**config.mk**
```make
export PLATFORM = sky130hd
export DESIGN_NAME = crtc_dma_arbiter
export DESIGN_NICKNAME = d
export VERILOG_FILES = /design/src/rtl/crtc_pkg.sv /design/src/rtl/frame_steal_counter.sv /design/src/rtl/crtc_dma_arbiter.sv
export SDC_FILE = /design/constraint.sdc
export NUM_CORES = 1
export LEC_CHECK = 0
export ABC_AREA = 1
export BUFFER_PORTS_ARGS = -buffer_cell sky130_fd_sc_hd__buf_4
export CAP_MARGIN = 20
export CORE_MARGIN = 1
export CORE_UTILIZATION = 30
export DETAILED_ROUTE_END_ITERATION = 7
export SLEW_MARGIN = 20
export SYNTH_ARGS = -nofsm -noshare
export SYNTH_HDL_FRONTEND = slang
export SYNTH_SLANG_ARGS = --single-unit
```
**constraint.sdc**
```tcl
create_clock -name clk -period 1.3 [get_ports clk]
set_input_delay 0.195 -clock clk [delete_from_list [all_inputs] [get_ports clk]]
set_output_delay 0.195 -clock clk [all_outputs]
set_load 0.03 [all_outputs]
```
**src/rtl/crtc_pkg.sv**
```systemverilog
// crtc_pkg - shared types and constants for the CRTC DMA / Z80 bus arbiter.
//   arb_state_e     : arbiter FSM state encoding
//   RAM_AW          : main-RAM address width (bank bit included)
//   GUARD_CYC_DEF   : default idle cycles after BUSAK release
//   TIMEOUT_CYC_DEF : default REQ cycles before a handshake stall is flagged
//   TMO_W           : width of the handshake-stall timer
package crtc_pkg;

  typedef enum logic [2:0] {
    ST_IDLE    = 3'd0,
    ST_REQ     = 3'd1,
    ST_GRANT   = 3'd2,
    ST_RELEASE = 3'd3,
    ST_GUARD   = 3'd4
  } arb_state_e;

  localparam int RAM_AW          = 17;
  localparam int GUARD_CYC_DEF   = 2;
  localparam int TIMEOUT_CYC_DEF = 1023;
  localparam int TMO_W           = 10;

endpackage

```
**src/rtl/frame_steal_counter.sv**
```systemverilog
// frame_steal_counter - counts bus-stolen (granted) cycles per frame.
//   clk, reset_n : clock, async active-low reset
//   grant        : high for every cycle the CRTC owns the RAM port
//   vsync        : CRTC vsync; its rising edge closes the frame
//   steal_cnt    : granted cycles counted in the previous frame (saturating)
module frame_steal_counter #(
  parameter int CNT_W = 16
) (
  input  logic             clk,
  input  logic             reset_n,
  input  logic             grant,
  input  logic             vsync,
  output logic [CNT_W-1:0] steal_cnt
);

  logic             vsync_q;
  logic             vsync_rise;
  logic [CNT_W-1:0] acc_q;
  logic [CNT_W-1:0] acc_inc;

  assign vsync_rise = vsync & ~vsync_q;
  // The snapshot includes the current cycle, so it takes the incremented value.
  assign acc_inc    = (grant && (acc_q != {CNT_W{1'b1}})) ? acc_q + 1'b1 : acc_q;

  always_ff @(posedge clk or negedge reset_n) begin
    if (!reset_n) begin
      vsync_q   <= 1'b0;
      acc_q     <= '0;
      steal_cnt <= '0;
    end else begin
      vsync_q <= vsync;
      if (vsync_rise) begin
        steal_cnt <= acc_inc;
        acc_q     <= '0;
      end else begin
        acc_q <= acc_inc;
      end
    end
  end

endmodule

```
**src/rtl/crtc_dma_arbiter.sv**
```systemverilog
// crtc_dma_arbiter - hands the shared main-RAM port between the Z80 and the
// CRTC row DMA using the Z80 BUSRQ/BUSAK handshake.
//   clk, reset_n          : clock, async active-low reset
//   dma_req / dma_ack     : CRTC busreq (level) / busack (granted)
//   dma_adr               : CRTC row-fetch address
//   cpu_adr/cpu_rd/cpu_wr : CPU RAM address and strobes
//   cpu_busrq_n/busak_n   : Z80 bus request / acknowledge
//   ram_adr/ram_oe/ram_we : muxed RAM port
//   vsync, steal_cnt      : frame marker, granted cycles of previous frame
//   timeout_err, err_clr  : sticky handshake-stall flag and its clear
//
// state   | meaning
// IDLE    | CPU owns RAM, no request pending
// REQ     | BUSRQ asserted, waiting for BUSAK
// GRANT   | CRTC owns RAM, dma_ack high
// RELEASE | BUSRQ dropped, waiting for BUSAK to go away
// GUARD   | CPU gets GUARD_CYC cycles before a new request
module crtc_dma_arbiter
  import crtc_pkg::*;
#(
  parameter int GUARD_CYC   = GUARD_CYC_DEF,
  parameter int TIMEOUT_CYC = TIMEOUT_CYC_DEF,
  parameter int CNT_W       = 16
) (
  input  logic              clk,
  input  logic              reset_n,
  input  logic              dma_req,
  output logic              dma_ack,
  input  logic [RAM_AW-1:0] dma_adr,
  input  logic [RAM_AW-1:0] cpu_adr,
  input  logic              cpu_rd,
  input  logic              cpu_wr,
  output logic              cpu_busrq_n,
  input  logic              cpu_busak_n,
  output logic [RAM_AW-1:0] ram_adr,
  output logic              ram_oe,
  output logic              ram_we,
  input  logic              vsync,
  output logic [CNT_W-1:0]  steal_cnt,
  output logic              timeout_err,
  input  logic              err_clr
);

  localparam logic [3:0]       GUARD_LOAD = 4'(GUARD_CYC - 1);
  localparam logic [TMO_W-1:0] TMO_MAX    = TMO_W'(TIMEOUT_CYC);
  localparam logic [TMO_W-1:0] TMO_LAST   = TMO_W'(TIMEOUT_CYC - 1);

  arb_state_e       state_q, state_d;
  logic [3:0]       guard_q;
  logic [TMO_W-1:0] tmo_q;
  logic             grant;

  always_ff @(posedge clk or negedge reset_n) begin
    if (!reset_n) state_q <= ST_IDLE;
    else          state_q <= state_d;
  end

  // BUSAK seen in IDLE or GUARD is not ours and is ignored.
  always_comb begin
    state_d = state_q;
    case (state_q)
      ST_IDLE:    if (dma_req) state_d = ST_REQ;
      ST_REQ: begin
        if (!dma_req)         state_d = ST_IDLE;
        else if (!cpu_busak_n) state_d = ST_GRANT;
      end
      ST_GRANT:   if (!dma_req) state_d = ST_RELEASE;
      ST_RELEASE: if (cpu_busak_n) state_d = ST_GUARD;
      ST_GUARD:   if (guard_q == 4'd0) state_d = ST_IDLE;
      default:    state_d = ST_IDLE;
    endcase
  end

  always_comb begin
    grant       = (state_q == ST_GRANT);
    dma_ack     = grant;
    cpu_busrq_n = !((state_q == ST_REQ) || (state_q == ST_GRANT));
    // CPU writes are gated during GRANT so a misbehaving CPU cannot corrupt RAM.
    ram_adr     = grant ? dma_adr : cpu_adr;
    ram_oe      = grant ? 1'b1    : cpu_rd;
    ram_we      = grant ? 1'b0    : cpu_wr;
  end

  always_ff @(posedge clk or negedge reset_n) begin
    if (!reset_n) begin
      guard_q <= '0;
    end else if (state_q == ST_RELEASE && cpu_busak_n) begin
      guard_q <= GUARD_LOAD;
    end else if (state_q == ST_GUARD && guard_q != 4'd0) begin
      guard_q <= guard_q - 4'd1;
    end
  end

  // Timer holds at TIMEOUT_CYC so a stall keeps re-asserting the flag
  // even after err_clr.
  always_ff @(posedge clk or negedge reset_n) begin
    if (!reset_n) begin
      tmo_q <= '0;
    end else if (state_q == ST_REQ) begin
      if (tmo_q != TMO_MAX) tmo_q <= tmo_q + 1'b1;
    end else begin
      tmo_q <= '0;
    end
  end

  always_ff @(posedge clk or negedge reset_n) begin
    if (!reset_n) begin
      timeout_err <= 1'b0;
    end else if (state_q == ST_REQ && tmo_q >= TMO_LAST) begin
      timeout_err <= 1'b1;
    end else if (err_clr) begin
      timeout_err <= 1'b0;
    end
  end

  frame_steal_counter #(.CNT_W(CNT_W)) u_steal (
    .clk       (clk),
    .reset_n   (reset_n),
    .grant     (grant),
    .vsync     (vsync),
    .steal_cnt (steal_cnt)
  );

endmodule

```
==> results of run 1 <==
-- per-stage QoR --
step                hold slack (ns)  setup WS, ns  cells  utilization, %  TNS, ns
floorplan                    -0.101       -0.0504    434               -   -0.700
global placement              0.106        -0.193    689            45.3    -6.29
detailed placement            0.110        -0.226    689            45.3    -8.58
CTS                          0.0713        -0.397    716            52.5   -14.08
global route                 0.0846        -0.480    731            57.4   -21.67
finish                       0.0731        -0.412    731            57.4   -15.77
-- report_power, final --
group	switching, uW	leakage [uW]	internal (uW)	total [uW]
Clock	560	0.0000644	768	1330
Sequential	124	0.000693	1770	1900
Combinational	2170	0.00200	1880	4050
Total	2850	0.00276	4420	7270
-- what timing repair did --
action / CTS / global route
pin swaps: 21 / 28
resized for setup: 93 / 86
hold endpoints to repair: 22 / 0
setup endpoints to repair: 68 / 70
buffers inserted: 15 / 15
cloned: 2 / 2
hold buffers: 2 / 0
-- critical path, stage by stage (launching register included) --
cell	delay [ns]
dfrtp_1	0.40
inv_2	0.09
nand2_2	0.07
nor2_4	0.11
buf_6	0.14
clkbuf_16	0.16
nand2_2	0.07
nand2_4	0.05
buf_6	0.12
-- final timing paths --
kind,startpoint,to,slack [ns]
worst max-delay path,state_q[0],ram_adr[3],-0.41
worst min-delay path,err_clr,timeout_err,0.07
worst max register to register,state_q[0],u_steal.acc_q[12],-0.31
worst min register to register,u_steal.steal_cnt[10],u_steal.steal_cnt[10],0.49
max in group asynchronous,reset_n,state_q[1],0.51
min in group asynchronous,reset_n,u_steal.steal_cnt[8],0.32
-- flip-flops by register name (all words and copies together), names as in the netlist --
name               cells
u_steal.vsync_q        1
guard_q                4
u_steal.acc_q         16
timeout_err            1
tmo_q                 10
state_q                3
u_steal.steal_cnt     16
-- logic make-up after synthesis --
group / after synthesis
DFF: 51
buffers and inverters: 57
adders and majority gates: 4
xor gates and xnor gates: 2
and+or+nand+nor: 295
AOI/OAI and AO/OA: 25
-- cell usage in the layout (no fill, tap or decap), drive strengths merged, types with 2 or more instances in the layout --
master / netlist / layout
buf: 4 / 165
ha: 4 / 4
o21ai: 12 / 12
nor3: 8 / 8
o21bai: 5 / 5
dlygate4sd3: 0 / 2
nand3: 46 / 46
clkbuf: 5 / 6
inv: 48 / 48
dfrtp: 51 / 51
bufinv: 0 / 2
xor2: 2 / 2
nand4: 3 / 4
nor2: 50 / 50
nand3b: 2 / 2
nand2: 183 / 183
or2: 2 / 2
a21oi: 6 / 6
-- layer usage --
layer	GRT usage, %	wire (um)	vias up
li1	-	-	1685
met1	20.4	3990	1591
met2	32.4	5090	93
met3	3.04	447	12
met4	4.91	157	0
met5	0	0	-
-- final cells by class --
cell class | count | area (sq um) | area share (%)
Multi-Input combinational cell | 327 | 2140 | 39.5
Tap cell | 129 | 161 | 2.99
Sequential cell | 51 | 1280 | 23.7
Inverter | 48 | 183 | 3.38
Timing Repair Buffer | 168 | 1510 | 27.9
Clock buffer | 5 | 68.8 | 1.27
Clock inverter | 3 | 67.6 | 1.25
==> results.py, run 1 <==
metrics = {
    "run_status": {
        "status": "complete, but fails checks",
        "violations": "negative setup slack",
    },
    "hold_path": {
        "hp-class": "input port to register",
        "hold_depth": 2,
    },
    "logic_synthesis": {
        "synth_seq_cells": 51,
        "synth_compound_area_share_pct": 4.77,
        "synth-xor-area-share_pct": 0.590,
        "synth_top_area_share_pct": 43.0,
        "synth_fa_ha_area_share_pct": 1.69,
        "synth-main-ff-cell": "dfrtp_1",
        "syn_area_sq_um": 2970,
        "syn_nets": 480,
        "synthMuxAreaShare_pct": 0,
        "yosys.area.top_type": "dfrtp_1",
        "synth_most_common_cell": "nand2_1",
        "netlist_instances": 434,
        "synth.distinct_cells": 27,
        "yosysWarnings": 0,
        "async_flop_share_pct": 100,
        "synthTopCellsByArea": "dfrtp_1 (43%), nand2_1 (23%), nand3_1 (7.4%)",
        "seq_area_frac_synth_pct": 43.0,
        "synth_top_family_by_area": "simple AND/OR/NAND/NOR gates",
        "synthSimpleGateAreaFrac_pct": 42.6,
        "syn_avg_cell_area_sq_um": 6.84,
        "ys_top_cells_by_count": "nand2_1 (179), dfrtp_1 (51), inv_1 (47), nand3_1 (44), nor2_1 (43)",
        "synth_edf_count": 0,
    },
    "cts": {
        "htreeDepth": 2,
        "clkTransAtPathRegs_ns": 0.10,
        "root_buffer": "clkbuf_8",
        "clkLatencyLatePin_ns": 0.31,
        "cts_sinks": 51,
        "cts_tree": "yes",
        "numCtsBuffers": 5,
        "clk_path_buf_depth": 2,
    },
    "timing": {
        "max_freq_mhz": 584,
        "setup_slack_ns": -0.412,
        "post-route-period-util_pct": 132,
        "rsz0062_at_grt": "true",
        "slew_headroom_pct": 76.2,
        "fin_skew_ns": 0.00611,
        "period_needed_ns": 1.71,
        "setup_viol": 65,
        "hold_violations": 0,
        "drv_slew": 0,
        "worstMarginPinSlew_ns": 0.354,
    },
    "drt": {
        "routed_via_density": 4.63,
        "first_pass_iters": 4,
        "drc": 0,
        "drt_iter0_drc": 178,
        "post_drt_wl_per_cell_um": 13.2,
        "ant_nets": 0,
        "wl_um": 9680,
        "vias": 3381,
    },
    "power": {
        "leakagePower_uw": 0.00276,
        "ir_worst_vdd_v": 0.000916,
        "power.density_nw_per_um2": 1350,
        "fin_total_pwr_uw": 7270,
    },
    "worst_setup_path": {
        "endpoint_kind": "output port",
        "critPathRequiredTime_ns": 1.11,
        "critPathLaunchType": "register",
        "cp_max_fo": 5,
        "cp.arrival_ns": 1.52,
        "worstRegToRegCells": 12,
        "critPathKind": "register to output port",
    },
    "cells_and_area": {
        "nNetsFinal": 647,
        "diodes": 0,
        "num-fill-cells": 822,
        "drive_gt1_share_pct": 52.5,
        "area_growth_pct": 82.2,
        "finalInstanceArea_sq_um": 5410,
    },
    "global_routing": {
        "grt_overflow": 0,
        "grt_pass1_vias": 3164,
        "grt_pass1_wl_um": 14200,
        "antenna_found_initial": 0,
        "grt_max_degree": 33,
        "grt_usage_pct": 17.4,
    },
    "placed_design": {
        "dp_hpwl_um": 5910,
        "io_buffers": 79,
        "placed_area_sq_um": 4270,
        "place.gp.congestion": 0.831,
    },
    "floorplanning": {
        "die_h_um": 101,
        "ios": 80,
        "die-area_sq_um": 10300,
        "start_util_pct": 31.5,
        "design.core.area_sq_um": 9420,
        "die_w_um": 101,
        "row_count": 35,
    },
    "job": {
        "drv_cap": 0,
    },
}
No activity file was read; power rests on OpenSTA's default activity.
==> inputs of run 2 (changes only) <==
--- a/config.mk
+++ b/config.mk
@@ -8,9 +8,11 @@
 export ABC_AREA = 1
 export BUFFER_PORTS_ARGS = -buffer_cell sky130_fd_sc_hd__buf_4
 export CAP_MARGIN = 20
-export CORE_MARGIN = 1
+export CELL_PAD_IN_SITES_DETAIL_PLACEMENT = 0
+export CELL_PAD_IN_SITES_GLOBAL_PLACEMENT = 1
 export CORE_UTILIZATION = 30
 export DETAILED_ROUTE_END_ITERATION = 7
+export PLACE_DENSITY_LB_ADDON = 0.1
 export SLEW_MARGIN = 20
 export SYNTH_ARGS = -nofsm -noshare
 export SYNTH_HDL_FRONTEND = slang
==> results.py, run 2 (synthesis gave the netlist of run 1 again) <==
metrics = {
    "run_status": {
        "violations": "negative setup slack",
        "status": "complete, but fails checks",
    },
    "cells_and_area": {
        "final_cells": 726,
        "drive_gt1_share_pct": 53.1,
        "num-fill-cells": 845,
        "final_cell_mix": "nand2_1 (116), buf_4 (115), dfrtp_1 (47)",
        "area_growth_pct": 81.1,
        "final_common_cell": "nand2_1",
        "diodes": 0,
        "nNetsFinal": 642,
        "top_regs": "u_steal.acc_q: 16 flops, u_steal.steal_cnt: 16 flops, tmo_q: 10 flops",
    },
    "drt": {
        "drc": 0,
        "vias": 3324,
        "drt_iter0_drc": 123,
        "routed_via_density": 4.58,
        "ant_nets": 0,
        "first_pass_iters": 4,
        "post_drt_wl_per_cell_um": 12.7,
        "wl_um": 9230,
    },
    "cts": {
        "clkLatencyLatePin_ns": 0.31,
        "clk_path_buf_depth": 2,
        "cts_tree": "yes",
        "htreeDepth": 2,
        "clkTransAtPathRegs_ns": 0.11,
        "root_buffer": "clkbuf_8",
        "cts_sinks": 51,
        "numCtsBuffers": 5,
    },
    "timing": {
        "post-route-period-util_pct": 127,
        "hold_violations": 0,
        "period_needed_ns": 1.65,
        "max_freq_mhz": 606,
        "rsz0062_at_grt": "true",
        "drv_slew": 0,
        "slew_headroom_pct": 63.2,
        "fin_skew_ns": 0.0152,
        "worstMarginPinSlew_ns": 0.552,
        "setup_viol": 63,
        "setup_slack_ns": -0.350,
    },
    "worst_setup_path": {
        "r2r-end": "u_steal.steal_cnt[8]",
        "endpoint_kind": "output port",
        "critPathRequiredTime_ns": 1.11,
        "worstRegToRegCells": 10,
        "crit_chain": "nand2_2, nor2_4, buf_12, nand2_1, nand2_4, buf_6",
        "crit_family": "flip-flops",
        "critPathKind": "register to output port",
        "rrSetupSlack_ns": -0.34,
        "slowest_delay_ns": 0.44,
        "critPathLaunchType": "register",
        "cp_max_fo": 20,
        "crit_slowest_cell": "dfrtp_2",
        "cp.arrival_ns": 1.45,
        "rr_startpoint": "state_q[0]",
        "crit_buf_inv": 2,
    },
    "floorplanning": {
        "die_w_um": 101,
        "row_count": 35,
        "ios": 80,
        "start_util_pct": 31.5,
        "die-area_sq_um": 10300,
        "design.core.area_sq_um": 9420,
        "die_h_um": 101,
    },
    "placed_design": {
        "dp_cells": 690,
        "io_buffers": 79,
        "place.gp.congestion": 0.804,
        "preCtsSetupSlack_ns": -0.241,
        "dp_hpwl_um": 6140,
    },
    "hold_path": {
        "hold_end": "timeout_err",
        "hp-class": "input port to register",
        "hold_depth": 2,
        "hold_start": "err_clr",
    },
    "global_routing": {
        "grt_pass1_wl_um": 14700,
        "grt_max_degree": 33,
        "antenna_found_initial": 0,
        "grt_pass1_vias": 3271,
        "grt_usage_pct": 17.9,
        "grt_overflow": 0,
    },
    "job": {
        "drv_cap": 0,
    },
    "power": {
        "fin_total_pwr_uw": 6910,
        "power.density_nw_per_um2": 1290,
        "ir_worst_vdd_v": 0.000854,
        "leakagePower_uw": 0.00271,
    },
}
run 2: cell types whose count changed in the layout (fill, tap and decap cells not counted), sizes merged:
cell and delta:
buf -6, bufinv -2, clkbuf +1, clkinv +1
nor2 +1
run 2: routing by layer:
layer	up-vias	track usage, %	part of all wire [%]
met5	-	0	0
met4	0	4.79	1.4
met3	11	2.97	4.5
met2	91	31.6	50
met1	1540	22.7	44
li1	1682	-	-
run 2: how the worst max path moves through the flow:
| stage | from | end | slack, ns | depth (start not counted) |
|---|---|---|---|---|
| 6_report | state_q[1] | ram_adr[4] | -0.35 | 6 |
| 5_1_grt | state_q[0] | ram_adr[8] | -0.43 | 7 |
| 4_1_cts | state_q[2] | ram_adr[3] | -0.39 | 6 |
| 3_5_place_dp | u_steal.acc_q[1] | u_steal.steal_cnt[2] | -0.24 | 10 |
| 3_3_place_gp | u_steal.acc_q[1] | u_steal.steal_cnt[2] | -0.22 | 10 |
| 2_1_floorplan | u_steal.acc_q[1] | u_steal.steal_cnt[7] | -0.05 | 10 |
run 2: worst register-to-register path, delay by kind of cell, from the launching register on:
family                 cells  cell delay [ns]
AOI/OAI and AO/OA          1             0.16
DFF                        1             0.40
buffers and inverters      4             0.46
and+or+nand+nor            5             0.55
run 2: area by class of cell:
class	count	area, sq um	area share, %
Inverter	48	185	3.45
Tap cell	129	161	3.00
Sequential cell	51	1280	23.9
Clock inverter	2	16.3	0.303
Timing Repair Buffer	162	1460	27.2
Multi-Input combinational cell	328	2190	40.7
Clock buffer	6	82.6	1.54
run 2: report_power, final:
group | switching [uW] | internal, uW
sequential | 137 | 1770
clock | 558 | 436
combinational | 2140 | 1870
run 2: repair_timing:
item                                    CTS  global route
resized for setup                       105            94
setup buffers                            14            11
endpoints found under the setup margin   69            71
gates cloned                              3             1
hold buffers                              2             0
hold endpoints to repair                 38             0
pin swaps                                31            29
run 2: metrics by stage:
| stage | hold slack (ns) | util, % | cell area (sq um) | setup TNS [ns] |
|---|---|---|---|---|
| after floorplan | -0.101 | - | 3120 | -0.700 |
| after global placement | 0.0513 | 45.4 | 4270 | -8.40 |
| after detailed placement | 0.0561 | 45.4 | 4270 | -10.33 |
| after CTS | 0.0603 | 52.5 | 4940 | -13.01 |
| after global routing | 0.0865 | 57.0 | 5370 | -22.12 |
| final | 0.0749 | 57.0 | 5370 | -15.57 |
